File: src/rtl/uart_port_scheduler.sv
// Shares one uart core among NUM_REQ transmit requesters (round-robin) and owns the
// receive side: captures each received byte once and offers it on a valid/ready port.
module uart_port_scheduler #(
  parameter int unsigned NUM_REQ      = 4,
  parameter int unsigned BUSY_TIMEOUT = 16,
  localparam int unsigned IDW         = $clog2(NUM_REQ)
) (
  input  logic                 clk,
  input  logic                 rst_n,
  input  logic [NUM_REQ-1:0]   req_valid,
  input  logic [8*NUM_REQ-1:0] req_data,
  output logic [NUM_REQ-1:0]   req_ready,
  output logic [IDW-1:0]       tx_owner,
  output logic                 tx_active,
  output logic                 tx_timeout,
  output logic [7:0]           uart_data_send,
  output logic                 uart_wr_en,
  input  logic                 uart_tx_busy,
  input  logic                 uart_rdy,
  output logic                 uart_rdy_clr,
  input  logic [7:0]           uart_received_data,
  output logic [7:0]           rx_data,
  output logic                 rx_valid,
  input  logic                 rx_ready,
  output logic                 rx_overrun
);

  localparam int unsigned   CW      = $clog2(BUSY_TIMEOUT + 1);
  localparam logic [CW-1:0] CntLast = CW'(BUSY_TIMEOUT - 1);

  typedef enum logic [1:0] {TxIdle, TxWaitBusy, TxWaitDone} tx_state_e;
  typedef enum logic {RxIdle, RxClr} rx_state_e;

  tx_state_e tx_state_q, tx_state_d;
  rx_state_e rx_state_q, rx_state_d;

  logic [NUM_REQ-1:0] req_ready_q, req_ready_d;
  logic [IDW-1:0]     tx_owner_q, tx_owner_d;
  logic [IDW-1:0]     rr_ptr_q, rr_ptr_d;
  logic [7:0]         data_send_q, data_send_d;
  logic               wr_en_q, wr_en_d;
  logic               timeout_q, timeout_d;
  logic               active_q, active_d;
  logic [CW-1:0]      cnt_q, cnt_d;
  logic [7:0]         rx_data_q, rx_data_d;
  logic               rx_valid_q, rx_valid_d;
  logic               rdy_clr_q, rdy_clr_d;
  logic               overrun_q, overrun_d;

  logic               grant_found;
  logic [IDW-1:0]     grant_idx;
  logic [IDW-1:0]     cand;

  // (base + off) mod NUM_REQ without a general divider; off is always < NUM_REQ here
  function automatic logic [IDW-1:0] rot_idx(input logic [IDW-1:0] base, input int unsigned off);
    int unsigned sum;
    sum = 32'(base) + off;
    if (sum >= NUM_REQ) sum = sum - NUM_REQ;
    return IDW'(sum);
  endfunction

  always_comb begin
    grant_found = 1'b0;
    grant_idx   = '0;
    cand        = '0;
    for (int unsigned k = 0; k < NUM_REQ; k++) begin
      cand = rot_idx(rr_ptr_q, k);
      if (!grant_found && req_valid[cand]) begin
        grant_found = 1'b1;
        grant_idx   = cand;
      end
    end
  end

  always_ff @(posedge clk or negedge rst_n) begin
    if (!rst_n) begin
      tx_state_q  <= TxIdle;
      req_ready_q <= '0;
      tx_owner_q  <= '0;
      rr_ptr_q    <= '0;
      data_send_q <= '0;
      wr_en_q     <= 1'b0;
      timeout_q   <= 1'b0;
      active_q    <= 1'b0;
      cnt_q       <= '0;
      rx_state_q  <= RxIdle;
      rx_data_q   <= '0;
      rx_valid_q  <= 1'b0;
      rdy_clr_q   <= 1'b0;
      overrun_q   <= 1'b0;
    end else begin
      tx_state_q  <= tx_state_d;
      req_ready_q <= req_ready_d;
      tx_owner_q  <= tx_owner_d;
      rr_ptr_q    <= rr_ptr_d;
      data_send_q <= data_send_d;
      wr_en_q     <= wr_en_d;
      timeout_q   <= timeout_d;
      active_q    <= active_d;
      cnt_q       <= cnt_d;
      rx_state_q  <= rx_state_d;
      rx_data_q   <= rx_data_d;
      rx_valid_q  <= rx_valid_d;
      rdy_clr_q   <= rdy_clr_d;
      overrun_q   <= overrun_d;
    end
  end

  always_comb begin
    tx_state_d = tx_state_q;
    unique case (tx_state_q)
      TxIdle:     if (grant_found) tx_state_d = TxWaitBusy;
      TxWaitBusy: begin
        if (uart_tx_busy)          tx_state_d = TxWaitDone;
        else if (cnt_q == CntLast) tx_state_d = TxIdle;
      end
      TxWaitDone: if (!uart_tx_busy) tx_state_d = TxIdle;
      default:    tx_state_d = TxIdle;
    endcase
  end

  always_comb begin
    req_ready_d = '0;
    wr_en_d     = 1'b0;
    timeout_d   = 1'b0;
    tx_owner_d  = tx_owner_q;
    data_send_d = data_send_q;
    rr_ptr_d    = rr_ptr_q;
    cnt_d       = cnt_q;
    unique case (tx_state_q)
      TxIdle: begin
        if (grant_found) begin
          req_ready_d = NUM_REQ'(1) << grant_idx;
          wr_en_d     = 1'b1;
          tx_owner_d  = grant_idx;
          data_send_d = req_data[{grant_idx, 3'b000} +: 8];
          rr_ptr_d    = rot_idx(grant_idx, 1);
          cnt_d       = '0;
        end
      end
      TxWaitBusy: begin
        if (!uart_tx_busy) begin
          if (cnt_q == CntLast) timeout_d = 1'b1;
          else                  cnt_d     = cnt_q + 1'b1;
        end
      end
      default: ;
    endcase
    active_d = (tx_state_d != TxIdle);
  end

  always_comb begin
    rx_state_d = rx_state_q;
    unique case (rx_state_q)
      RxIdle:  if (uart_rdy) rx_state_d = RxClr;
      RxClr:   if (!uart_rdy) rx_state_d = RxIdle;
      default: rx_state_d = RxIdle;
    endcase
  end

  // A capture in the same cycle as an accept replaces the byte without flagging overrun
  always_comb begin
    rx_data_d  = rx_data_q;
    rx_valid_d = rx_valid_q && !rx_ready;
    rdy_clr_d  = rdy_clr_q;
    overrun_d  = 1'b0;
    unique case (rx_state_q)
      RxIdle: begin
        if (uart_rdy) begin
          rx_data_d  = uart_received_data;
          rx_valid_d = 1'b1;
          rdy_clr_d  = 1'b1;
          overrun_d  = rx_valid_q && !rx_ready;
        end
      end
      RxClr:   if (!uart_rdy) rdy_clr_d = 1'b0;
      default: ;
    endcase
  end

  assign req_ready      = req_ready_q;
  assign tx_owner       = tx_owner_q;
  assign tx_active      = active_q;
  assign tx_timeout     = timeout_q;
  assign uart_data_send = data_send_q;
  assign uart_wr_en     = wr_en_q;
  assign uart_rdy_clr   = rdy_clr_q;
  assign rx_data        = rx_data_q;
  assign rx_valid       = rx_valid_q;
  assign rx_overrun     = overrun_q;

endmodule

File: config.mk
export PLATFORM = sky130hd
export DESIGN_NAME = uart_port_scheduler
export DESIGN_NICKNAME = d
export VERILOG_FILES = /design/src/rtl/uart_port_scheduler.sv
export SDC_FILE = /design/constraint.sdc
export NUM_CORES = 1
export LEC_CHECK = 0
export CAP_MARGIN = 20
export CORE_MARGIN = 2
export CORE_UTILIZATION = 43
export CTS_CLUSTER_SIZE = 8
export DETAILED_ROUTE_END_ITERATION = 12
export GPL_TIMING_DRIVEN = 0
export HOLD_SLACK_MARGIN = 0.03
export PLACE_DENSITY_LB_ADDON = 0.1
export SYNTH_ARGS = -nofsm -noshare
export SYNTH_HDL_FRONTEND = slang
export SYNTH_SLANG_ARGS = --single-unit
File: constraint.sdc
create_clock -name clk -period 2.7 [get_ports clk]
set_input_delay 0.54 -clock clk [delete_from_list [all_inputs] [get_ports clk]]
set_output_delay 0.54 -clock clk [all_outputs]
set_load 0.01 [all_outputs]
Word level (Yosys, flattened, before mapping) --
Cells that the tools add are included.
Storage, ports and cells: register bits 38, input port bits 49, output and inout port bits 28, logic and storage cells 104
Operators by class: add/sub/neg operators 10, magnitude comparators 9, equality and inequality tests 8, shift-type cells 2, multiplexer cells 45, bitwise logic cells 1, reduce and logical (&&, ||, !) cells 15
Operators with widths (count):
- 32-bit by 6-bit variable part select with 8-bit output | 1
- 2-bit 2-to-1 mux | 13
- 1-bit 2-to-1 mux | 20
- 5-bit 2-to-1 mux | 3
- 3-bit >= comparator (second input constant) | 4
- 2-bit by 3-bit less-than comparator with 1-bit output (second input constant) | 4
- 2-bit inequality test (second input constant) | 5
- 5-bit case mux with 2 select lines | 1
- 2-bit by 1-bit subtractor with 2-bit output (second input constant) | 5
- 1-bit binary-select mux with 2-bit select | 4
- 4-bit 2-to-1 mux | 2
- 2-bit by 1-bit adder with 3-bit output (second input constant) | 2
- 2-bit by 2-bit adder with 3-bit output (second input constant) | 2
- 2-bit case mux with 3 select lines | 1
- 2-bit AND reduction | 3
- 5-bit by 1-bit adder with 5-bit output (second input constant) | 1
- 5-bit by 4-bit == test with 1-bit output (second input constant) | 1
- 1-bit logical AND | 4
- 1-bit logical NOT | 4
- 4-bit AND reduction | 1
- 2-bit nonzero test | 2
- 1-bit by 2-bit left shift with 4-bit output (first input constant) | 1
- 2-bit by 3-bit >= comparator with 1-bit output (second input constant) | 1
- 2-bit by 1-bit == test with 1-bit output (second input constant) | 1
- 4 further kinds | 4

Depth between registers and ports, before layout --
word-level depth 17, gate-level depth with buffers 8, gate-level depth less buffers 8

Worst setup path before layout --
Ideal clock, no wire load.
path kind flip-flop to flip-flop, start point register cnt_q[0], end point register cnt_q[3], setup time 0.077 ns, data arrival time 1.835 ns, data required time 2.623 ns, slack 0.788 ns, stages on the path, launching flop included 7, clock period less this slack 1.912 ns, cells stage by stage dfrtp_1 ha_1 and3_1 ha_1 or3_1 or3_1 a21oi_1
On the way: word-level cells in the longest chain between the ends 4, elaborated cells on any way between the ends 7, those cells by class add/sub (1); eq/ne (2); mux (3); reduce/logical (1)
Ends and longest elaborated chain:
- start: declaration | RTL line 44 | logic [CW-1:0] cnt_q, cnt_d;
- start signal: assignment | RTL line 100 | cnt_q <= cnt_d;
- 5-bit by 1-bit adder with 5-bit output | RTL line 144 | else cnt_d = cnt_q + 1'b1;
- 5-bit 2-to-1 mux | RTL line 143 | if (cnt_q == CntLast) timeout_d = 1'b1;
- 5-bit 2-to-1 mux | RTL line 142 | if (!uart_tx_busy) begin
- 5-bit case mux with 2 select lines | RTL line 130 | unique case (tx_state_q)
Parallel ways exist; a longest one is shown, timed or not. The select of a mux whose other input is x is not followed. A chain may end at the register's enable or synchronous reset.

Worst setup path after layout --
start point input req_valid[2], end point register data_send_q[2] (netlist: uart_data_send[2])
On the way: word-level cells in the longest chain between the ends 13, elaborated cells on any way between the ends 24, those cells by class shift (1); mux (16); reduce/logical (7)
Ends and longest elaborated chain:
- start: declaration | RTL line 10 | input logic [NUM_REQ-1:0] req_valid,
- 1-bit binary-select mux with 2-bit select | RTL line 68 | if (!grant_found && req_valid[cand]) begin
- 1-bit 2-to-1 mux (implied by the code) | RTL line 68
- 1-bit 2-to-1 mux | RTL line 68
- 1-bit logical NOT | RTL line 68
- 1-bit logical AND | RTL line 68
- 1-bit 2-to-1 mux | RTL line 68
- 1-bit logical NOT | RTL line 68
- 1-bit logical AND | RTL line 68
- 1-bit 2-to-1 mux | RTL line 68
- 1-bit logical NOT | RTL line 68
- 1-bit logical AND | RTL line 68
- 2-bit 2-to-1 mux / 1-bit 2-to-1 mux (equally long branches) | RTL line 68
- 32-bit by 6-bit variable part select with 8-bit output / 2-bit AND reduction (equally long branches)
- end signal: assignment | RTL line 96 | data_send_q <= data_send_d;
- end: declaration | RTL line 40 | logic [7:0] data_send_q, data_send_d;
Parallel ways exist; a longest one is shown, timed or not. The select of a mux whose other input is x is not followed.

==> reports/results.md <==
## Worst hold path
* Hold/Removal Path Class: input port to async pin

## STA
* final setup vio count: 0
* number of slew-limit violations in the final report: 0
* clock skew: 0.00550 ns
* final worst path period share: 82.1%
* Setup Total Neg Slack: 0 ns
* count of final hold-check violations: 0
* Least-Margin Pin Slew: 0.821 ns
* setup repair after global routing missed its margin: no
* timing-limited maximum frequency: 451 MHz
* Final min period: 2.22 ns
* Max-slew headroom: 45.3%

## Final layout
* area used by sequential logic in the layout: 951 µm²
* Area Overhead vs Synth: 47.9%
* fraction of final layout cells sized beyond drive strength 1: 10.9%
* ANT cells: 0
* area of the multi-input gates: 847 µm²
* final layout net count: 311
* # fillers: 373
* final design area excluding fillers: 2820 µm²
* Layout Utilization: 65.6%

## Worst setup path
* crit path max fanout: 11
* CP max stage cell: clkdlybuf4s50_1
* Arrival @ worst endpoint: 2.40 ns
* family of cells with the greatest summed delay on the critical path: buffers and inverters
* combined buffer and inverter count along the critical path: 3
* cell breakdown of the critical path: clkdlybuf4s50_1, or3b_4, o221ai_2, buf_6, buf_12, mux2i_1, nor3_1, a211o_1
* critical path class: input port to flip-flop
* slack of the worst reg-to-reg path: 0.62 ns
* startpoint of the worst register-to-register path: cnt_q[0]
* path length in cells of the critical path: 8
* required time at the worst-slack endpoint: 2.88 ns
* worst setup path endpoint: uart_data_send[2]
* Worst Reg2Reg Path Length in Cells: 6
* Worst setup EP type: flip-flop
* kind of launch point of the worst setup path: input port
* endpoint of the lowest-slack register-to-register path: cnt_q[3]
* Crit. Startpoint: req_valid[2]
* Slowest Stage Delay on Critical Path: 0.52 ns

## Clocking
* cell chosen for the clock root: clkbuf_8
* number of buffers added by the clock tree synthesis step: 5
* sinks on the clock net: 38
* Clk pin slew, worst setup/hold paths: 0.07 ns
* H-Tree Depth: 2
* Worst-Skew Late Latency: 0.29 ns
* CTS Hold Buffers Added: 0
* clock tree from TritonCTS: yes
* Post-CTS Setup Repair Bufs: 0
* quantity of gates resized following cts: 0
* clock tree buffer depth: 2

## Placement
* HPWL after DPL: 3090 µm
* Post-Place Cell Area: 2720 µm²
* IO buf count: 76
* gpl congestion: 0.801

## Route
* violation count after the first detailed-routing iteration: 56
* Via Count: 1602
* number of design rule violations left after detail routing: 0
* TritonRoute pass-1 iters: 6
* via count normalized by instance count: 5.20
* antenna violation net count after detailed routing: 0
* average wire per cell in the routed design: 13.5 µm
* routed wire length: 4150 µm

## Floorplan
* die area: 4970 µm²
* core area: 4290 µm²
* Horiz. Die Dim: 70.5 µm
* total I/O pin count: 77
* initial core utilization: 44.3%
* height of the die: 70.5 µm
* Core Rows: 24

## GRT
* wire length of the first global-routing pass: 7020 µm
* number of antenna violations at the first check in global routing: 0
* vias in the first global route: 1580
* pin count of the biggest net entering global routing: 39
* grt ovf: 0
* overall global routing resource usage: 17.9%

## Yosys
* top cell type's share of synthesized area: 50.0%
* part of the Yosys area used for sequential elements: 50.0%
* Post-synth EDFFs: 0
* number of unique standard cell types used by synthesis: 36
* commonest cells in the netlist: dfrtp_1, mux2i_1, nor3_1, nand2_1
* cell taking the most area after synthesis: dfrtp_1
* average cell area after synthesis: 11.1 µm²
* dominant cells by area after synthesis: dfrtp_1, mux2i_1, mux2_2, ha_1, nor3_1
* syn_nets: 228
* Yosys warning total: 0
* commonest register cell after synthesis: dfrtp_1
* fraction of registers with async set/reset: 100%
* #FFs+latches synth: 38
* cell count after synthesis: 172
* total standard cell area after synthesis: 1900 µm²
* cell with the most instances after synthesis: dfrtp_1

## Pwr
* Cell Pwr Density: 856 nW/µm²
* Power, Total: 0.00241 W
* maximum VDD drop: 0.524 mV
* leakage power summed over all cells: 1.29 nW

## Job
* number of max-capacitance violations reported: 0

## Run status
* run status: completed

registers in the layout, summed over array words and instances (netlist names), 2 cells and up:
register,count
cnt_q,5
req_ready,4
rr_ptr_q,2
rx_data,8
tx_owner,2
tx_state_q,2
uart_data_send,8
where the power goes:
group	total, W	internal, W	switching (W)
Clock	0.000399	0.000206	0.000193
Sequential	0.000859	0.000745	0.000114
Combinational	0.00115	0.000619	0.000535
worst reg2reg max path: stages, from the launching register on:
cell and delay [ns]:
dfrtp_1 0.41, ha_1 0.24, and3_1 0.20, ha_1 0.21, or3_1 0.44, or3_1 0.37, a21oi_1 0.15
final cells by class:
cell class	count	area share [%]
plain buffers	8	2.67
clock buffers	7	3.07
flip-flops and latches	38	33.8
well taps	52	2.31
multi-input cells	118	30.1
inverters	8	1.07
clock inverters	1	0.178
repair buffers	76	26.8
logic make-up (layout without fill, tap and decap cells):
logic type	count (synthesis)	after routing	share of synthesized area, %
flops	38	38	50.0
mux	25	25	13.7
buf+inv	16	100	5.52
simple gates	54	54	14.6
compound gates	32	32	11.6
fa+ha+maj	7	7	4.60
cell usage in the layout, fill, tap and decap left out, types with 2 or more instances in the layout:
cell / synthesis / final
clkbuf_8: 0 / 6
nor3_1: 17 / 17
o21ai_0: 7 / 7
clkbuf_1: 1 / 2
mux2_2: 8 / 8
inv_2: 3 / 3
nand2b_1: 3 / 3
or3_1: 3 / 3
nor2b_1: 2 / 2
a211o_1: 8 / 8
clkdlybuf4s50_1: 0 / 75
buf_2: 2 / 3
and2_1: 4 / 4
mux2i_1: 17 / 17
a21oi_1: 6 / 6
dfrtp_1: 38 / 38
buf_6: 3 / 3
nand2_1: 13 / 13
nor3b_1: 2 / 2
inv_1: 5 / 5
o21ai_1: 2 / 2
o31ai_1: 2 / 2
ha_1: 7 / 7
nor2_1: 5 / 5
metal layers:
metal	track usage, %	vias to the layer above	wire length [µm]
li1	-	774	-
met1	22.0	779	1830
met2	30.9	42	2080
met3	4.33	7	186
met4	5.77	0	55
met5	0	-	0
per-stage QoR:
step                      hold WS, ns  instances  worst slack (ns)
final                           0.345        308             0.484
after global routing            0.418        308             0.336
after CTS                       0.371        308             0.480
after detailed placement        0.448        300             0.175
after global placement          0.437        300             0.158
after floorplan                 0.244        172             0.788
how the worst min path moves through the flow:
| stage | from | end | slack [ns] | depth (start not counted) |
|---|---|---|---|---|
| global route | rst_n | tx_owner[0] | 0.42 | 1 |
| detailed placement | rx_state_q | uart_rdy_clr | 0.45 | 1 |
| floorplan | rst_n | cnt_q[0] | 0.24 | 0 |
| finish | rst_n | rx_data[1] | 0.35 | 1 |
| CTS | rst_n | rr_ptr_q[1] | 0.37 | 1 |
| global placement | rx_state_q | uart_rdy_clr | 0.44 | 1 |
No activity file was read; power rests on OpenSTA's default activity.
